## src/rtl/avmm_lvds_bridge_req_arb.sv

```systemverilog
// Packet-atomic round-robin arbiter feeding the bridge request channel from the two slave paths,
// with an in-order tag queue that records the owner of each outstanding read.
module avmm_lvds_bridge_req_arb #(
   parameter int DATA_W    = 32,
   parameter int ORD_DEPTH = 8
) (
   input  logic                         clk_i,
   input  logic                         rstn_i,
   input  logic [DATA_W-1:0]            p0_data_i,
   input  logic                         p0_valid_i,
   input  logic                         p0_last_i,
   input  logic                         p0_rd_i,
   output logic                         p0_ready_o,
   input  logic [DATA_W-1:0]            p1_data_i,
   input  logic                         p1_valid_i,
   input  logic                         p1_last_i,
   input  logic                         p1_rd_i,
   output logic                         p1_ready_o,
   output logic [DATA_W-1:0]            req_data_o,
   output logic                         req_valid_o,
   input  logic                         req_ready_i,
   output logic                         ord_id_o,
   output logic                         ord_empty_o,
   input  logic                         ord_pop_i,
   output logic [$clog2(ORD_DEPTH):0]   ord_cnt_o
);

   // state | meaning
   // IDLE  | no packet in flight; arbitrate and grant one eligible port
   // XFER  | forwarding words of the granted port until its last word transfers
   typedef enum logic {ST_IDLE = 1'b0, ST_XFER = 1'b1} state_t;

   localparam int PTR_W = $clog2(ORD_DEPTH);
   localparam logic [PTR_W:0] CNT_FULL = (PTR_W+1)'(ORD_DEPTH);

   state_t                r_state;
   state_t                w_state_nxt;
   logic                  r_grant;
   logic                  r_last_gnt;
   logic [ORD_DEPTH-1:0]  r_tag;
   logic [PTR_W-1:0]      r_wr_ptr;
   logic [PTR_W-1:0]      r_rd_ptr;
   logic [PTR_W:0]        r_cnt;

   logic w_full;
   logic w_empty;
   logic w_elig0;
   logic w_elig1;
   logic w_grant_en;
   logic w_grant_sel;
   logic w_push;
   logic w_pop;
   logic w_valid;
   logic w_last;

   assign w_full  = (r_cnt == CNT_FULL);
   assign w_empty = (r_cnt == '0);
   // Writes never wait on the tag queue; only reads need a free slot.
   assign w_elig0 = p0_valid_i & (~p0_rd_i | ~w_full);
   assign w_elig1 = p1_valid_i & (~p1_rd_i | ~w_full);
   assign w_pop   = ord_pop_i & ~w_empty;

   always_comb begin
      w_state_nxt = r_state;
      w_grant_en  = 1'b0;
      w_grant_sel = r_grant;
      w_push      = 1'b0;
      w_valid     = 1'b0;
      w_last      = 1'b0;
      req_data_o  = '0;
      p0_ready_o  = 1'b0;
      p1_ready_o  = 1'b0;
      case (r_state)
         ST_IDLE: begin
            if (w_elig0 | w_elig1) begin
               w_grant_en  = 1'b1;
               w_grant_sel = (w_elig0 & w_elig1) ? ~r_last_gnt : w_elig1;
               w_push      = w_grant_sel ? p1_rd_i : p0_rd_i;
               w_state_nxt = ST_XFER;
            end
         end
         ST_XFER: begin
            req_data_o = r_grant ? p1_data_i  : p0_data_i;
            w_valid    = r_grant ? p1_valid_i : p0_valid_i;
            w_last     = r_grant ? p1_last_i  : p0_last_i;
            p0_ready_o = ~r_grant & req_ready_i;
            p1_ready_o = r_grant & req_ready_i;
            if (w_valid & req_ready_i & w_last) begin
               w_state_nxt = ST_IDLE;
            end
         end
         default: w_state_nxt = ST_IDLE;
      endcase
   end

   assign req_valid_o = w_valid;

   always_ff @(posedge clk_i or negedge rstn_i) begin
      if (!rstn_i) begin
         r_state    <= ST_IDLE;
         r_grant    <= 1'b0;
         r_last_gnt <= 1'b1;
      end else begin
         r_state <= w_state_nxt;
         if (w_grant_en) begin
            r_grant    <= w_grant_sel;
            r_last_gnt <= w_grant_sel;
         end
      end
   end

   always_ff @(posedge clk_i or negedge rstn_i) begin
      if (!rstn_i) begin
         r_tag    <= '0;
         r_wr_ptr <= '0;
         r_rd_ptr <= '0;
         r_cnt    <= '0;
      end else begin
         if (w_push) begin
            r_tag[r_wr_ptr] <= w_grant_sel;
            r_wr_ptr        <= r_wr_ptr + 1'b1;
         end
         if (w_pop) begin
            r_rd_ptr <= r_rd_ptr + 1'b1;
         end
         case ({w_push, w_pop})
            2'b10:   r_cnt <= r_cnt + 1'b1;
            2'b01:   r_cnt <= r_cnt - 1'b1;
            default: r_cnt <= r_cnt;
         endcase
      end
   end

   assign ord_empty_o = w_empty;
   assign ord_cnt_o   = r_cnt;
   assign ord_id_o    = w_empty ? 1'b0 : r_tag[r_rd_ptr];

endmodule

```

## config.mk

```make
export PLATFORM = sky130hd
export DESIGN_NAME = avmm_lvds_bridge_req_arb
export DESIGN_NICKNAME = d
export VERILOG_FILES = /design/src/rtl/avmm_lvds_bridge_req_arb.sv
export SDC_FILE = /design/constraint.sdc
export NUM_CORES = 1
export LEC_CHECK = 0
export BUFFER_PORTS_ARGS = -buffer_cell sky130_fd_sc_hd__buf_2
export CORE_MARGIN = 2
export CORE_UTILIZATION = 39
export DETAILED_ROUTE_END_ITERATION = 10
export PLACE_DENSITY = 0.71
export SLEW_MARGIN = 5
export SYNTH_ARGS = -nofsm -noshare
export SYNTH_HDL_FRONTEND = slang
export SYNTH_SLANG_ARGS = --single-unit
```

## constraint.sdc

```tcl
create_clock -name clk_i -period 2.78 [get_ports clk_i]
set_input_delay 0.139 -clock clk_i [delete_from_list [all_inputs] [get_ports clk_i]]
set_output_delay 0.139 -clock clk_i [all_outputs]
set_load 0.02 [all_outputs]
```

Word level (Yosys, flattened, before mapping)
Cells that the tools add are included.
- equality and inequality tests: 3
- reductions and logical operators: 3
- bitwise gates (word level): 18
- magnitude comparators: 3
- multiplexer cells: 24
- add/sub/neg operators: 4
- operators with widths (cell ; count):
    2-to-1 mux 32 bit ; 2
    2-to-1 mux 1 bit ; 17
    AND 1 bit ; 8
    bitwise mux 8 bit ; 1
    less-than comparator 3 x 4 -> 1 bit (second input constant) ; 2
    case mux 4 bit (2 select lines) ; 1
    NOT 1 bit ; 7
    adder 3 x 1 -> 3 bit (second input constant) ; 2
    adder 4 x 1 -> 4 bit (second input constant) ; 1
    equality test 4 bit (second input constant) ; 1
    zero test 4 bit ; 1
    subtractor 4 x 1 -> 4 bit (second input constant) ; 1
    binary-select mux 1 bit (select 3 bit) ; 1
    demux 1 bit (select 3 bit) ; 1
    greater-or-equal comparator 3 x 1 -> 1 bit (second input constant) ; 1
    OR 1 bit ; 3
    equality test 2 x 1 -> 1 bit (second input constant) ; 1
    equality test 2 bit (second input constant) ; 1
    case mux 1 bit (2 select lines) ; 1
    nonzero test 2 bit ; 1
    logical AND 1 bit ; 1
- flip-flop bits (word level): 21
- input bits: 74
- output and inout bits: 41
- word-level logic and storage cells: 62

Depth between registers and ports, before layout
- word-level depth: 11
- gate-level depth with buffers: 10
- mapped depth without buffers: 10

Worst setup path after synthesis
OpenSTA, ideal clock, no wires.
- path kind: flip-flop to flip-flop
- start point: register r_cnt[1], in the netlist ord_cnt_o[1]
- end point: register r_cnt[2], in the netlist ord_cnt_o[2]
- data required time: 2.642 ns
- stages on the path, launching flop included: 11
- arrival: 2.805 ns
- setup slack: -0.164 ns
- path buffers: 1
- library setup time: 0.138 ns
- path through: dfrtp_1 -> buf_6 -> nor4_1 -> nor2b_1 -> ha_1 -> xor2_1 -> ha_1 -> a21oi_1 -> xor2_1 -> nor2_1 -> xor2_1
- elaborated cells between the ends (all ways): 21
- those cells by class: add/sub (2); eq/ne (3); mux (5); bitwise (9); reduce/logical (2)
- RTL lines (element ; line ; source):
    start: declaration ; 43 ; logic [PTR_W:0] r_cnt;
    start signal: assignment ; 127 ; 2'b10: r_cnt <= r_cnt + 1'b1;
    start signal: assignment ; 128 ; 2'b01: r_cnt <= r_cnt - 1'b1;
    start signal: assignment ; 129 ; default: r_cnt <= r_cnt;
    zero test 4 bit * ; 57 ; assign w_empty = (r_cnt == '0);
    net ord_empty_o ; 23 ; output logic ord_empty_o,
    NOT 1 bit * ; 61 ; assign w_pop = ord_pop_i & ~w_empty;
    AND 1 bit * ; 61 ;
    net w_pop ; 52 ; logic w_pop;
    equality test 2 x 1 -> 1 bit or equality test 2 bit (tied branches) ; 126 ; case ({w_push, w_pop})
    case mux 4 bit (2 select lines) or nonzero test 2 bit (tied branches) ; -- ;
The timed path passes the listed nets; every way through them passes the cells marked *.
A chain may end at the register's enable or synchronous reset.

Final worst setup path
- start point: register r_last_gnt
- end point: register r_cnt[2], in the netlist ord_cnt_o[2]
- cells in the longest elaborated chain, start to end: 7
- elaborated cells between the ends (all ways): 9
- those cells by class: eq/ne (2); mux (5); bitwise (1); reduce/logical (1)
- ends and longest elaborated chain (element ; line ; source):
    start: declaration ; 39 ; logic r_last_gnt;
    start signal: assignment ; 107 ; r_last_gnt <= w_grant_sel;
    NOT 1 bit * ; 77 ; w_grant_sel = (w_elig0 & w_elig1) ? ~r_last_gnt : w_elig1;
    2-to-1 mux 1 bit * ; 77 ;
    2-to-1 mux 1 bit * ; 78 ; w_push = w_grant_sel ? p1_rd_i : p0_rd_i;
    2-to-1 mux 1 bit * ; 75 ; if (w_elig0 | w_elig1) begin
    2-to-1 mux 1 bit * ; 73 ; case (r_state)
    equality test 2 x 1 -> 1 bit or equality test 2 bit (tied branches) ; 126 ;
    case mux 4 bit (2 select lines) or nonzero test 2 bit (tied branches) ; -- ;
Every way passes the cells marked *; elsewhere a longest branch is shown, timed or not.

==> flow_summary.yaml <==
power_and_ir_drop:
  power_frac_comb: 0.560
  power.total_mw: 2.00
  switching_share: 0.454
  p_switching_mw: 0.906
  seqPwrFrac: 0.339
  ir_worst_vdd_mv: 0.360
  p_per_area_nw_per_um2: 801
  pwr-share-clk: 0.101
  p_leak_nw: 1.38
  p_int_mw: 1.09
cts:
  cts-buffers-inserted: 3
  root_buffer: "clkbuf_8"
  clock_path_buffers: 2
  clock_latency_ns: 0.26
  cts_sinks: 21
  clkSlewWorstSetupHoldPaths_ns: 0.08
  postCtsSetupBuffers: 0
  cts_max_level: 1
  cts_tree: "done"
critical_path:
  crit_fanout: 5
  critPathSlowestCell: "dfstp_2"
  cpPeakStageDelay_ns: 0.55
  startpoint_type: "flop"
  worst_ep_required_time_ns: 2.92
  crit_chain: "nand2b_1, a32oi_2, or3_1, ha_1, xor2_1, ha_1, a21oi_1, xor2_1, nor2_1, xor2_1"
  path_common_cell: "xor2_1"
  critical_path_class: "flop to flop"
  worst_setup_path_end_kind: "flop"
  cp_data_arrival_time_ns: 2.62
route:
  routed_wl_um: 4750
  route.met3.wl_um: 247
  drtAntennaViolNets: 0
  drt-met1-wl_um: 2000
  vias: 1692
  drc_errors: 0
  top_layer_used: "met4"
  met2_length_um: 2420
  routed_via_density: 4.93
  drt_iter0_markers: 38
  drt-pass1-iter-count: 4
  wl_per_cell_um: 13.8
worst_hold_path:
  hp-class: "input pin to flop"
timing:
  finalCriticalPeriod_ns: 2.49
  tns_ns: 0
  timing.slew.headroom: 0.332
  finalMaxSlewViolations: 0
  fin_skew_ns: 0.00151
  final-setup-viol-count: 0
  rsz0062_at_grt: "false"
  tightest_slew_ns: 1.00
  hold_violations: 0
  fmax_mhz: 402
  finalCritPeriodShare: 0.894
global_route:
  grt_pass1_vias: 1590
  grt_pass1_wl_um: 7460
  grt_start_max_net_pins: 44
  globalRouteTotalUtil: 0.179
  grt_overflow: 0
  antenna_found_initial: 0
synth:
  ys_seq_area_frac: 0.289
  syn_area_per_cell_um2: 10.2
  synthArstFlopShare: 1.00
  ys.flop_type: "dfrtp_1"
  yosys.cell_types.count: 41
  synth_edf_count: 0
  synth_cells: 179
  netlist_area_um2: 1820
  synth_nets: 258
  synth_seq_cells: 21
  yosys_warnings: 0
floorplan:
  coreArea_um2: 4410
  die_h_um: 72.4
  rows: 24
  fp.dieW_um: 72.4
  start_util: 0.413
  die_area_um2: 5240
  ios: 115
job:
  cap_violations: 0
run_status:
  outcome: "completed"
final_layout:
  n_antenna_cell: 0
  utilization: 0.565
  fin_nets: 371
  area_delta_synth_final_pct: 36.8
  final_common_cell: "buf_2"
  final_cell_mix: "114 x buf_2, 36 x nor2b_1, 34 x mux2i_1"
  final_layout_size_suffix_gt1_frac: 0.471
place:
  routabilityCongestion: 0.782
  post-dp-hpwl_um: 3790
  io_buffers: 114
## final cells by class
cell class,instances,area (um2)
Fill cell,417,1920
Multi-Input combinational cell,147,1250
Timing Repair Buffer,118,603
Sequential cell,21,528
Tap cell,52,65.1
Clock buffer,3,41.3
Clock inverter,1,5.00
Inverter,1,3.75
## through the flow
step	setup slack [ns]	cell area [um2]	instances	hold slack [ns]
after floorplan	0.174	1830	179	-0.157
after global placement	0.361	2440	338	0.117
after detailed placement	0.321	2440	338	0.124
after CTS	0.297	2490	343	0.0891
after global routing	0.159	2490	343	0.0876
final	0.293	2490	343	0.0870
## Yosys cell counts, drive strengths merged, types with 2 or more instances
cell     n  area share
ha       5       0.034
nor2    11       0.023
mux2i   34        0.19
nor4     2      0.0069
xnor2    3       0.014
nor2b   36        0.12
buf      6       0.020
mux4     2       0.025
nand2b   3       0.010
a21oi    2      0.0055
nor4b    3       0.023
xor2     6       0.029
a211oi   3       0.012
nand2    3      0.0062
nand3    4       0.011
o21ai    3       0.014
mux2    12       0.082
clkbuf   4      0.0082
dfrtp   20        0.27
## flip-flops by register name (all words and copies together) (netlist names)
| signal | cells |
|---|---|
| r_rd_ptr | 3 |
| r_tag | 8 |
| r_state | 1 |
| r_last_gnt | 1 |
| r_wr_ptr | 3 |
| r_grant | 1 |
| ord_cnt_o | 4 |
## worst paths after layout
kind	end	depth (start not counted)	slack, ns	startpoint
hold reg to reg	r_tag[1]	1	0.49	r_tag[1]
hold / removal	r_state	2	0.09	req_ready_i
setup reg to reg	ord_cnt_o[2]	10	0.29	r_last_gnt
setup / recovery	ord_cnt_o[2]	10	0.29	r_last_gnt
min in group asynchronous	ord_cnt_o[3]	2	0.36	rstn_i
max in group asynchronous	r_grant	2	2.08	rstn_i
## per-layer routing
metal  track usage  vias to the layer above
li1              -                      856
met1         0.230                      777
met2         0.296                       51
met3        0.0389                        8
met4        0.0658                        0
met5             0                        -
## kinds of logic after synthesis
logic type / after synthesis / share of synthesized area
and+or+nand+nor: 72 / 0.247
muxes: 48 / 0.294
DFF: 21 / 0.289
AOI/OAI and AO/OA: 13 / 0.0625
buffers and inverters: 11 / 0.0302
xor gates and xnor gates: 9 / 0.0432
adders and majority gates: 5 / 0.0343
## power groups by stage
stage / Sequential (mW) / Clock (mW) / Combinational [mW]
final: 0.677 / 0.201 / 1.12
after global routing: 0.713 / 0.222 / 1.22
after CTS: 0.679 / 0.209 / 1.13
after global placement: 0.676 / 0 / 1.11
after detailed placement: 0.684 / 0 / 1.13
after floorplan: 0.602 / 0 / 0.871
## what timing repair did
item | CTS | global route
gates resized for setup | 0 | 0
hold buffers | 1 | 0
endpoints found under the hold margin | 20 | 0
## worst max-delay path: cells and delay by family, from the launching register on
family | cells | cell delay, ns
AOI/OAI and AO/OA | 2 | 0.20
xor gates and xnor gates | 3 | 0.49
adders and majority gates | 2 | 0.48
DFF | 1 | 0.55
and+or+nand+nor | 3 | 0.63
(Power assumes the default switching activity.)
